## config.mk

```make
export PLATFORM = sky130hd
export DESIGN_NAME = odd_seq_ctrl_flat
export DESIGN_NICKNAME = d
export VERILOG_FILES = /design/src/rtl/odd_seq_pkg.sv /design/src/rtl/odd_seq_if.sv /design/src/rtl/odd_step.sv /design/src/rtl/odd_seq_ctrl.sv /design/src/flat_wrapper.sv
export SDC_FILE = /design/constraint.sdc
export NUM_CORES = 1
export LEC_CHECK = 0
export CELL_PAD_IN_SITES_DETAIL_PLACEMENT = 0
export CELL_PAD_IN_SITES_GLOBAL_PLACEMENT = 2
export CORE_MARGIN = 3
export CORE_UTILIZATION = 32
export CTS_CLUSTER_SIZE = 40
export DETAILED_ROUTE_END_ITERATION = 8
export GPL_ROUTABILITY_DRIVEN = 0
export PLACE_DENSITY = 0.87
export REMOVE_ABC_BUFFERS = 1
export SKIP_CTS_REPAIR_TIMING = 1
export SYNTH_ARGS = -nofsm -noshare
export SYNTH_HDL_FRONTEND = slang
export SYNTH_HIERARCHICAL = 1
export SYNTH_SLANG_ARGS = --single-unit
```

## constraint.sdc

```tcl
create_clock -name clk -period 2.2 [get_ports clk]
set_input_delay 0.44 -clock clk [delete_from_list [all_inputs] [get_ports clk]]
set_output_delay 0.44 -clock clk [all_outputs]
set_load 0.005 [all_outputs]
```

## src/rtl/odd_seq_pkg.sv

```systemverilog
// Shared types and constants for the odd-value sweep controller.
// ODD_SEQ_PAUSE_EN adds the PAUSE state.
package odd_seq_pkg;

    typedef enum logic [1:0] {
        ST_IDLE  = 2'd0,
        ST_RUN   = 2'd1,
`ifdef ODD_SEQ_PAUSE_EN
        ST_PAUSE = 2'd2,
`endif
        ST_DONE  = 2'd3
    } state_e;

    typedef enum logic [1:0] {
        CMD_HOLD = 2'd0,
        CMD_LOAD = 2'd1,
        CMD_ADD  = 2'd2
    } step_cmd_e;

    localparam int unsigned ODD_RESET_VAL = 32'd1;
    localparam int unsigned ODD_STEP      = 32'd2;

endpackage

```

## src/rtl/odd_seq_if.sv

```systemverilog
// Request/status bundle between a sweep requester (master) and odd_seq_ctrl (slave).
// ODD_SEQ_PAUSE_EN adds the pause request line.
interface odd_seq_if #(
    parameter int WIDTH = 4,
    parameter int REP_W = 4
);
    logic             start;
    logic             stop;
    logic [WIDTH-1:0] target;
    logic [REP_W-1:0] reps;
`ifdef ODD_SEQ_PAUSE_EN
    logic             pause;
`endif
    logic [WIDTH-1:0] count;
    logic             busy;
    logic             done;
    logic             err;

    modport master (
        output start, stop, target, reps,
`ifdef ODD_SEQ_PAUSE_EN
        output pause,
`endif
        input  count, busy, done, err
    );

    modport slave (
        input  start, stop, target, reps,
`ifdef ODD_SEQ_PAUSE_EN
        input  pause,
`endif
        output count, busy, done, err
    );
endinterface

```

## src/rtl/odd_step.sv

```systemverilog
// Odd-value counter register: load to 1, advance by 2 (wrapping), or hold.
module odd_step
    import odd_seq_pkg::*;
#(
    parameter int WIDTH = 4
) (
    input  logic             clk,
    input  logic             reset,
    input  step_cmd_e        cmd,
    output logic [WIDTH-1:0] count
);

    logic [WIDTH-1:0] count_r;

    // Counter update; the add wraps naturally so the all-ones value returns to 1.
    always_ff @(posedge clk or negedge reset) begin
        if (!reset) begin
            count_r <= WIDTH'(ODD_RESET_VAL);
        end else begin
            case (cmd)
                CMD_LOAD: count_r <= WIDTH'(ODD_RESET_VAL);
                CMD_ADD:  count_r <= count_r + WIDTH'(ODD_STEP);
                CMD_HOLD: count_r <= count_r;
                default:  count_r <= count_r;
            endcase
        end
    end

    assign count = count_r;

endmodule

```

## src/rtl/odd_seq_ctrl.sv

```systemverilog
// Sweep controller: counts 1,3,5.. up to a latched odd target, repeated reps times.
// ODD_SEQ_PAUSE_EN enables the pause input and PAUSE state.
module odd_seq_ctrl
    import odd_seq_pkg::*;
#(
    parameter int WIDTH = 4,
    parameter int REP_W = 4
) (
    input logic        clk,
    input logic        reset,
    odd_seq_if.slave   bus
);

    state_e           state_r;
    state_e           state_nxt_s;
    step_cmd_e        cmd_s;
    logic [WIDTH-1:0] count_s;
    logic [WIDTH-1:0] tgt_r;
    logic [REP_W-1:0] rem_r;
    logic             busy_r;
    logic             done_r;
    logic             err_r;
    logic             load_s;
    logic             rewind_s;
    logic             err_nxt_s;
    logic             start_ok_s;
    logic             start_bad_s;
    logic             at_tgt_s;
    logic             last_rep_s;
    logic             hold_run_s;

    assign start_ok_s  = bus.start && !bus.stop && bus.target[0];
    assign start_bad_s = bus.start && !bus.stop && !bus.target[0];
    assign at_tgt_s    = (count_s == tgt_r);
    assign last_rep_s  = (rem_r <= REP_W'(1));
`ifdef ODD_SEQ_PAUSE_EN
    assign hold_run_s  = bus.stop || bus.pause;
`else
    assign hold_run_s  = bus.stop;
`endif

    // State register.
    always_ff @(posedge clk or negedge reset) begin
        if (!reset) begin
            state_r <= ST_IDLE;
        end else begin
            state_r <= state_nxt_s;
        end
    end

    // Next-state logic; stop always outranks pause and completion.
    always_comb begin
        state_nxt_s = state_r;
        case (state_r)
            ST_IDLE: begin
                if (start_ok_s) state_nxt_s = ST_RUN;
                else            state_nxt_s = ST_IDLE;
            end
            ST_RUN: begin
                if (bus.stop)                    state_nxt_s = ST_IDLE;
`ifdef ODD_SEQ_PAUSE_EN
                else if (bus.pause)              state_nxt_s = ST_PAUSE;
`endif
                else if (at_tgt_s && last_rep_s) state_nxt_s = ST_DONE;
                else                             state_nxt_s = ST_RUN;
            end
`ifdef ODD_SEQ_PAUSE_EN
            ST_PAUSE: begin
                if (bus.stop)       state_nxt_s = ST_IDLE;
                else if (bus.pause) state_nxt_s = ST_PAUSE;
                else                state_nxt_s = ST_RUN;
            end
`endif
            ST_DONE: state_nxt_s = ST_IDLE;
            default: state_nxt_s = ST_IDLE;
        endcase
    end

    // Counter commands, latch strobes and the error request.
    always_comb begin
        cmd_s     = CMD_HOLD;
        load_s    = 1'b0;
        rewind_s  = 1'b0;
        err_nxt_s = 1'b0;
        case (state_r)
            ST_IDLE: begin
                if (start_ok_s) begin
                    cmd_s  = CMD_LOAD;
                    load_s = 1'b1;
                end else begin
                    err_nxt_s = start_bad_s;
                end
            end
            ST_RUN: begin
                if (hold_run_s) begin
                    cmd_s = CMD_HOLD;
                end else if (at_tgt_s) begin
                    if (last_rep_s) begin
                        cmd_s = CMD_HOLD;
                    end else begin
                        cmd_s    = CMD_LOAD;
                        rewind_s = 1'b1;
                    end
                end else begin
                    cmd_s = CMD_ADD;
                end
            end
            default: cmd_s = CMD_HOLD;
        endcase
    end

    // Sweep parameters; a zero repeat count runs one sweep.
    always_ff @(posedge clk or negedge reset) begin
        if (!reset) begin
            tgt_r <= {WIDTH{1'b0}};
            rem_r <= {REP_W{1'b0}};
        end else if (load_s) begin
            tgt_r <= bus.target;
            rem_r <= (bus.reps == {REP_W{1'b0}}) ? REP_W'(1) : bus.reps;
        end else if (rewind_s) begin
            rem_r <= rem_r - REP_W'(1);
        end else begin
            rem_r <= rem_r;
        end
    end

    // Status flags registered from the upcoming state so they align with it.
    always_ff @(posedge clk or negedge reset) begin
        if (!reset) begin
            busy_r <= 1'b0;
            done_r <= 1'b0;
            err_r  <= 1'b0;
        end else begin
`ifdef ODD_SEQ_PAUSE_EN
            busy_r <= (state_nxt_s == ST_RUN) || (state_nxt_s == ST_PAUSE);
`else
            busy_r <= (state_nxt_s == ST_RUN);
`endif
            done_r <= (state_nxt_s == ST_DONE);
            err_r  <= err_nxt_s;
        end
    end

    odd_step #(.WIDTH(WIDTH)) u_step (
        .clk   (clk),
        .reset (reset),
        .cmd   (cmd_s),
        .count (count_s)
    );

    assign bus.count = count_s;
    assign bus.busy  = busy_r;
    assign bus.done  = done_r;
    assign bus.err   = err_r;

endmodule

```

## src/flat_wrapper.sv

```systemverilog
// flat-port wrapper written by rule: the top's interface ports become plain ports
module odd_seq_ctrl_flat import odd_seq_pkg::*;
#(
    parameter int WIDTH = 4,
    parameter int REP_W = 4
)
  (clk, reset, bus_start, bus_stop, bus_target, bus_reps, bus_count, bus_busy, bus_done, bus_err);
  odd_seq_if #(.WIDTH(WIDTH), .REP_W(REP_W)) bus_i ();
  input logic clk;
  input logic reset;
  input wire logic [$bits(bus_i.start)-1:0] bus_start;
  input wire logic [$bits(bus_i.stop)-1:0] bus_stop;
  input wire logic [$bits(bus_i.target)-1:0] bus_target;
  input wire logic [$bits(bus_i.reps)-1:0] bus_reps;
  output wire logic [$bits(bus_i.count)-1:0] bus_count;
  output wire logic [$bits(bus_i.busy)-1:0] bus_busy;
  output wire logic [$bits(bus_i.done)-1:0] bus_done;
  output wire logic [$bits(bus_i.err)-1:0] bus_err;
  assign bus_i.start = bus_start;
  assign bus_i.stop = bus_stop;
  assign bus_i.target = bus_target;
  assign bus_i.reps = bus_reps;
  assign bus_count = bus_i.count;
  assign bus_busy = bus_i.busy;
  assign bus_done = bus_i.done;
  assign bus_err = bus_i.err;
  odd_seq_ctrl #(.WIDTH(WIDTH), .REP_W(REP_W)) u_core (.clk(clk), .reset(reset), .bus(bus_i));
endmodule
```

==> results.tsv, run 1 <==
stage	metric	value	unit
yosys	syn_area	936	µm²
routing	remaining_drc_errors	0	
clocking	cts_tree	built	
worst_setup_path	cp.required	2.42	ns
yosys	yosysSeqAreaShare	45.6	%
worst_setup_path	arrival	2.20	ns
yosys	yosys.cell_types.count	30	
routing	detail_route.first_pass.iterations	4	
clocking	clk_pin_slew	0.11	ns
timing	worst_slew_pin_slew	0.658	ns
min_path	min-delay-path-class	primary input to async pin	
floorplan	chipWidth	60.1	µm
power	clock_power_share	20.7	%
worst_setup_path	critical_path_endpoint_category	flip-flop	
clocking	htreeDepth	1	
floorplan	core.rowCount	18	
yosys	synth_async_sr_flop_share	100	%
yosys	synth.top_cells.by_area	sky130_fd_sc_hd__dfrtp_1, sky130_fd_sc_hd__ha_1, sky130_fd_sc_hd__xnor2_2, sky130_fd_sc_hd__nand2_1, sky130_fd_sc_hd__mux2_2	
routing	routed_via_density	5.03	
routing	post_detailed_route_count_of_antenna_violating_nets	0	
cells_and_area	drive_gt1_share	18.2	%
cells_and_area	area_of_the_multi_input_gates	485	µm²
power	power.density	683	mW/mm²
place	detailed_place_hpwl	1480	µm
global_route	grt_pass1_wl	3370	µm
yosys	synth-warning-count	6	
worst_setup_path	reg2reg_setup_slack	0.22	ns
clocking	cts_sinks	17	
place	io_buf_count	18	
cells_and_area	finish.net_count	129	
flow_run	count_of_max_cap_constraint_violations	0	
cells_and_area	final_area	0.00122	mm²
global_route	grt_antenna_before_repair	0	
global_route	first_global_vias	763	
clocking	cts.path.max_buffers	2	
cells_and_area	n_fill_cell	264	
timing	final.min_clock_period	1.98	ns
timing	slew_headroom	55.4	%
timing	finalHoldViolations	0	
yosys	ys.flop_type	sky130_fd_sc_hd__dfrtp_1	
global_route	groute.usage.overall	12.3	%
worst_setup_path	path_max_fanout	6	
clocking	clockRootBuffer	sky130_fd_sc_hd__clkbuf_4	
cells_and_area	syn_to_final_growth	29.9	%
yosys	synth_enable_flop_cells	0	
timing	drv_slew	0	
place	placement.cell_area	0.00119	mm²
cells_and_area	final_core_utilization	46.2	%
cells_and_area	layout.area.seq	427	µm²
floorplan	ios	19	
power	swShare	32.3	%
global_route	overflow	0	
cells_and_area	insertedDiodeCount	0	
timing	setup-violations-final	0	
clocking	worstSkewPairLatency	0.29	ns
timing	timing.fmax	0.506	GHz
floorplan	floorplan.die_area	0.00361	mm²
worst_setup_path	setup.worst_path.class	flip-flop to flip-flop	
power	seq_power_share	49.2	%
routing	post_dr_wirelength_cell	13.5	µm
yosys	ys_seq_elements	17	
routing	final_routed_wirelength	1900	µm
global_route	grt_max_degree	18	
status	status	completed	
power	overall_power	0.831	mW
timing	fin_hold_ws	0.462	ns
timing	final_min_period_over_clock_period	89.8	%
worst_setup_path	startpoint_type	flip-flop	
yosys	synth.largest_area_cell	sky130_fd_sc_hd__dfrtp_1	
floorplan	initial_core_util	35.5	%
floorplan	die_h	60.1	µm
power	p_int	0.562	mW
yosys	syn-instance-count	84	
floorplan	core_area	0.00264	mm²
power	combinationalPowerShare	30.1	%
yosys	synthDominantCellAreaShare	42.8	%
timing	fin_worst_skew	0.0105	ns
timing	grt_setup_unrepaired	false	
clocking	cts-buffers-inserted	3	
routing	detailed_router_s_first_iteration_violation_count	3	
place	preCtsSetupSlack	-0.0340	ns
yosys	syn-mean-instance-area	11.1	µm²
power	leakage	0.511	nW
routing	route.vias.total	704	
power	switching_power	0.268	mW
power	max-vdd-ir-drop	0.336	mV
timing	post-route-worst-setup-slack	0.224	ns
[area by class of cell]
| type | count | area share [%] |
|---|---|---|
| inverter | 6 | 1.85 |
| clock buffer | 4 | 2.16 |
| multi-input combinational | 60 | 39.9 |
| tap | 30 | 3.09 |
| sequential | 17 | 35.1 |
| timing repair buffer | 23 | 17.9 |
[routing by layer]
metal	up-vias	track usage, %	part of all wire (%)
met5	-	0	0
met1	328	16.0	47
li1	356	-	-
met3	2	3.67	6.1
met4	0	1.90	0.32
met2	18	20.5	47
[placed cells by master, fill, tap and decap left out, types with 3 or more instances in the layout]
| master | instances |
|---|---|
| sky130_fd_sc_hd__nand3_1 | 3 |
| sky130_fd_sc_hd__mux2_2 | 3 |
| sky130_fd_sc_hd__dfrtp_1 | 16 |
| sky130_fd_sc_hd__xnor2_2 | 4 |
| sky130_fd_sc_hd__o211ai_1 | 4 |
| sky130_fd_sc_hd__clkbuf_4 | 3 |
| sky130_fd_sc_hd__buf_4 | 5 |
| sky130_fd_sc_hd__nand2_1 | 9 |
| sky130_fd_sc_hd__clkdlybuf4s50_1 | 18 |
| sky130_fd_sc_hd__ha_1 | 6 |
| sky130_fd_sc_hd__nor2_1 | 5 |
| sky130_fd_sc_hd__inv_1 | 6 |
[path summary, 6_finish.rpt]
kind / startpoint / endpoint / cells past startpoint
worst max register to register: u_core/rem_r[0] / u_core/u_step/count[3] / 10
worst max-delay path: u_core/rem_r[0] / u_core/u_step/count[3] / 10
worst min register to register: u_core/u_step/count[0] / u_core/u_step/count[0] / 2
min in group clk: u_core/u_step/count[0] / u_core/u_step/count[0] / 2
worst min-delay path: reset / u_core/rem_r[2] / 2
max in group asynchronous: reset / u_core/u_step/count[0] / 2
[cell families (layout without fill, tap and decap cells)]
logic type      after synthesis  after routing  share of synthesized area, %
compound gates               13             13                          9.76
xor+xnor                      4              4                          6.95
fa+ha+maj                     6              6                          8.02
buf+inv                       7             33                          2.81
flops                        17             17                          45.6
mux                           4              4                          4.68
simple gates                 33             33                          22.2
[registers in the layout, summed over array words and instances (netlist names)]
| signal | cells |
|---|---|
| u_core/bus.busy | 1 |
| u_core/state_r | 2 |
| u_core/tgt_r | 4 |
| u_core/bus.err | 1 |
| u_core/rem_r | 4 |
| u_core/u_step/count | 4 |
| u_core/bus.done | 1 |
[power groups by stage]
stage | Clock (mW) | Combinational, mW | Sequential, mW
after floorplan | 0 | 0.165 | 0.405
after global placement | 0 | 0.245 | 0.414
after detailed placement | 0 | 0.248 | 0.415
after CTS | 0.177 | 0.249 | 0.409
after global routing | 0.192 | 0.284 | 0.418
final | 0.172 | 0.250 | 0.409
[stage by stage]
| step | std cells | TNS, ns |
|---|---|---|
| 3_3_place_gp | 136 | 0 |
| 2_1_floorplan | 83 | 0 |
| 6_report | 140 | 0 |
| 4_1_cts | 140 | 0 |
| 5_1_grt | 140 | 0 |
| 3_5_place_dp | 136 | -0.0340 |
[worst max-delay path: stages, from the launching register on]
cell                        delay (ns)
sky130_fd_sc_hd__dfrtp_1          0.43
sky130_fd_sc_hd__inv_1            0.06
sky130_fd_sc_hd__ha_1             0.21
sky130_fd_sc_hd__nor2_2           0.15
sky130_fd_sc_hd__o311a_1          0.19
sky130_fd_sc_hd__nand2_1          0.08
sky130_fd_sc_hd__nand2_1          0.09
sky130_fd_sc_hd__inv_1            0.06
sky130_fd_sc_hd__ha_1             0.36
sky130_fd_sc_hd__nand4bb_1        0.21
sky130_fd_sc_hd__nand3_1          0.09
[synthesized netlist by cell type (2+ instances only)]
master,n
sky130_fd_sc_hd__inv_1,6
sky130_fd_sc_hd__nand3_1,3
sky130_fd_sc_hd__nand2b_1,2
sky130_fd_sc_hd__o211ai_1,4
sky130_fd_sc_hd__or4_1,2
sky130_fd_sc_hd__o31ai_1,2
sky130_fd_sc_hd__xnor2_2,4
sky130_fd_sc_hd__o21ai_0,2
sky130_fd_sc_hd__ha_1,6
sky130_fd_sc_hd__mux2_2,3
sky130_fd_sc_hd__dfrtp_1,16
sky130_fd_sc_hd__nor2_1,6
sky130_fd_sc_hd__a31oi_1,2
sky130_fd_sc_hd__nor4b_1,2
sky130_fd_sc_hd__nand2_1,9
No activity file was read; power rests on OpenSTA's default activity.
==> run 2: changes to the inputs <==
--- a/config.mk
+++ b/config.mk
@@ -5,13 +5,14 @@
 export SDC_FILE = /design/constraint.sdc
 export NUM_CORES = 1
 export LEC_CHECK = 0
+export ABC_AREA = 1
 export CELL_PAD_IN_SITES_DETAIL_PLACEMENT = 0
 export CELL_PAD_IN_SITES_GLOBAL_PLACEMENT = 2
 export CORE_MARGIN = 3
-export CORE_UTILIZATION = 32
+export CORE_UTILIZATION = 29
 export CTS_CLUSTER_SIZE = 40
 export DETAILED_ROUTE_END_ITERATION = 8
-export GPL_ROUTABILITY_DRIVEN = 0
+export GPL_ROUTABILITY_DRIVEN = 1
 export PLACE_DENSITY = 0.87
 export REMOVE_ABC_BUFFERS = 1
 export SKIP_CTS_REPAIR_TIMING = 1
==> results.tsv, run 2 <==
stage	metric	value	unit
yosys	synth.top_cells.by_area	sky130_fd_sc_hd__dfrtp_1, sky130_fd_sc_hd__nand2_1, sky130_fd_sc_hd__ha_1, sky130_fd_sc_hd__inv_1, sky130_fd_sc_hd__nand3_1	
cells_and_area	drive_gt1_share	17.8	%
cells_and_area	final_core_utilization	40.4	%
yosys	yosys.cell_types.count	21	
timing	slew_headroom	84.6	%
timing	final_min_period_over_clock_period	87.6	%
timing	setup-violations-final	0	
worst_setup_path	path_max_fanout	4	
floorplan	core.rowCount	20	
worst_setup_path	startpoint	u_core/rem_r[0]	
routing	detailed_router_s_first_iteration_violation_count	52	
routing	post_dr_wirelength_cell	10.1	µm
worst_setup_path	critPathSlowestCell	sky130_fd_sc_hd__dfrtp_1	
worst_setup_path	rr_endpoint	u_core/u_step/count[3]	
global_route	grt_antenna_before_repair	0	
status	status	completed	
timing	drv_slew	0	
yosys	synthDominantCellAreaShare	40.6	%
clocking	clockRootBuffer	sky130_fd_sc_hd__clkbuf_4	
clocking	cts-buffers-inserted	3	
worst_setup_path	worstPathCellList	inv_1 > ha_1 > nor2_1 > nor2_1 > nor2_1 > nand3_2 > nand2_2 > inv_1 > ha_1 > inv_2 > nand2_1 > nand2_1 > nand2_1 > nor2_2	
clocking	cts_tree	built	
floorplan	die_h	64.3	µm
yosys	syn-mean-instance-area	7.90	µm²
routing	routed_via_density	4.19	
power	leakage	0.637	nW
place	gp_congestion	0.793	
worst_setup_path	setup.worst_path.class	flip-flop to flip-flop	
worst_setup_path	critical_path_endpoint_category	flip-flop	
routing	remaining_drc_errors	0	
clocking	htreeDepth	1	
yosys	synth-warning-count	6	
routing	post_detailed_route_count_of_antenna_violating_nets	0	
floorplan	initial_core_util	31.3	%
global_route	grt_pass1_wl	3640	µm
yosys	yosysSeqAreaShare	43.2	%
yosys	synth_enable_flop_cells	0	
cells_and_area	n_fill_cell	345	
timing	worst_slew_pin_slew	0.231	ns
cells_and_area	final_cell_mix	sky130_fd_sc_hd__nand2_1, sky130_fd_sc_hd__clkdlybuf4s50_1, sky130_fd_sc_hd__dfrtp_1, sky130_fd_sc_hd__inv_1, sky130_fd_sc_hd__nor2_1	
yosys	synthMostInstantiatedCell	sky130_fd_sc_hd__nand2_1	
yosys	synth.largest_area_cell	sky130_fd_sc_hd__dfrtp_1	
timing	fin_worst_skew	0.0112	ns
power	power.density	757	mW/mm²
timing	timing.fmax	0.519	GHz
global_route	groute.usage.overall	11.0	%
cells_and_area	area_of_the_multi_input_gates	464	µm²
cells_and_area	insertedDiodeCount	0	
cells_and_area	mostFrequentLayoutCell	sky130_fd_sc_hd__nand2_1	
place	io_buf_count	18	
global_route	first_global_vias	817	
worst_setup_path	worst_reg2reg_path_length_in_cells	14	
yosys	syn-instance-count	125	
cells_and_area	syn_to_final_growth	29.2	%
timing	final.min_clock_period	1.93	ns
place	placedCellCount	192	
timing	finalHoldViolations	0	
clocking	clk_pin_slew	0.11	ns
yosys	ys.flop_type	sky130_fd_sc_hd__dfrtp_1	
floorplan	floorplan.die_area	0.00414	mm²
global_route	overflow	0	
timing	grt_setup_unrepaired	false	
floorplan	core_area	0.00315	mm²
cells_and_area	finish.net_count	171	
min_path	min-delay-path-class	primary input to async pin	
clocking	worstSkewPairLatency	0.30	ns
place	detailed_place_hpwl	1560	µm
floorplan	chipWidth	64.3	µm
worst_setup_path	reg2reg_from	u_core/rem_r[0]	
global_route	grt_max_degree	18	
yosys	syn_area	987	µm²
power	max-vdd-ir-drop	0.544	mV
worst_setup_path	cp.required	2.45	ns
worst_setup_path	arrival	2.17	ns
clocking	cts.path.max_buffers	2	
power	overall_power	0.965	mW
yosys	ys_top_cells_by_count	sky130_fd_sc_hd__nand2_1, sky130_fd_sc_hd__dfrtp_1, sky130_fd_sc_hd__inv_1, sky130_fd_sc_hd__nor2_1, sky130_fd_sc_hd__nand3_1	
worst_setup_path	startpoint_type	flip-flop	
worst_setup_path	crit_path_max_incr_delay	0.39	ns
routing	detail_route.first_pass.iterations	4	
cells_and_area	layout.area.seq	427	µm²
worst_setup_path	reg2reg_setup_slack	0.27	ns
yosys	synth_async_sr_flop_share	100	%
routing	route.vias.total	821	
clocking	cts_sinks	17	
yosys	ys_seq_elements	17	
cells_and_area	fin_cells	196	
routing	final_routed_wirelength	1980	µm
floorplan	ios	19	
worst_setup_path	crit_end	u_core/u_step/count[3]	
flow_run	count_of_max_cap_constraint_violations	0	
==> run 2: cell types whose count changed after synthesis, sizes merged, moves of 2 or more <==
cell and change:
a31oi -2, inv +12, mux2 -3, nand2 +35, nand2b -2, nand3 +8
nor2 +8, nor4b -3, o211ai -4, o21ai +6, o31ai -2, or4 -2
xnor2 -3
==> run 2: critical path, delay by kind of cell (launching register included) <==
kind,cells,cell delay (ns)
simple gates,9,0.67
fa+ha+maj,2,0.57
flops,1,0.39
buf+inv,3,0.24
==> run 2: metrics by stage <==
step	cell area [µm²]	hold slack, ns	setup slack (ns)	setup TNS (ns)
after floorplan	967	0.144	0.359	0
after global placement	1250	0.461	0.0509	0
after detailed placement	1250	0.472	-0.0162	-0.0162
after CTS	1270	0.461	0.253	0
after global routing	1270	0.471	0.0855	0
final	1270	0.465	0.273	0
==> run 2: final cells by class <==
type                       count  share of cell area (%)
tap                           44                    4.32
sequential                    17                    33.5
inverter                      19                    5.99
timing repair buffer          24                    17.7
clock buffer                   3                    1.77
clock inverter                 1                   0.393
multi-input combinational     88                    36.4
==> run 2: worst min-delay path by stage <==
stage / slack, ns / depth (start not counted) / startpoint / to
floorplan: 0.14 / 0 / reset / u_core/bus.busy
global placement: 0.46 / 2 / u_core/tgt_r[0] / u_core/tgt_r[0]
detailed placement: 0.47 / 2 / u_core/tgt_r[0] / u_core/tgt_r[0]
CTS: 0.46 / 2 / reset / u_core/u_step/count[2]
global route: 0.47 / 2 / reset / u_core/u_step/count[2]
finish: 0.47 / 2 / reset / u_core/tgt_r[1]
==> run 2: routing by layer <==
layer  GRT usage, %  wire length (µm)
met1           13.6               941
met4           1.58                14
met5              0                 0
met3           3.69                85
met2           18.9               943
==> run 2: logic make-up (layout without fill, tap and decap cells) <==
group	count (synthesis)	in the layout	synth area share, %
flip-flops	17	17	43.2
AND/OR/NAND/NOR	71	71	33.1
adder cells (fa/ha/maj)	6	6	7.60
AO/OA/AOI/OAI	10	10	5.45
XOR/XNOR	1	1	0.887
buffers and inverters	20	47	9.76
==> run 2: report_power, final <==
part	internal (mW)	total, mW	switching, mW
clock network	0.0677	0.176	0.109
logic	0.170	0.372	0.202
registers	0.372	0.417	0.0453
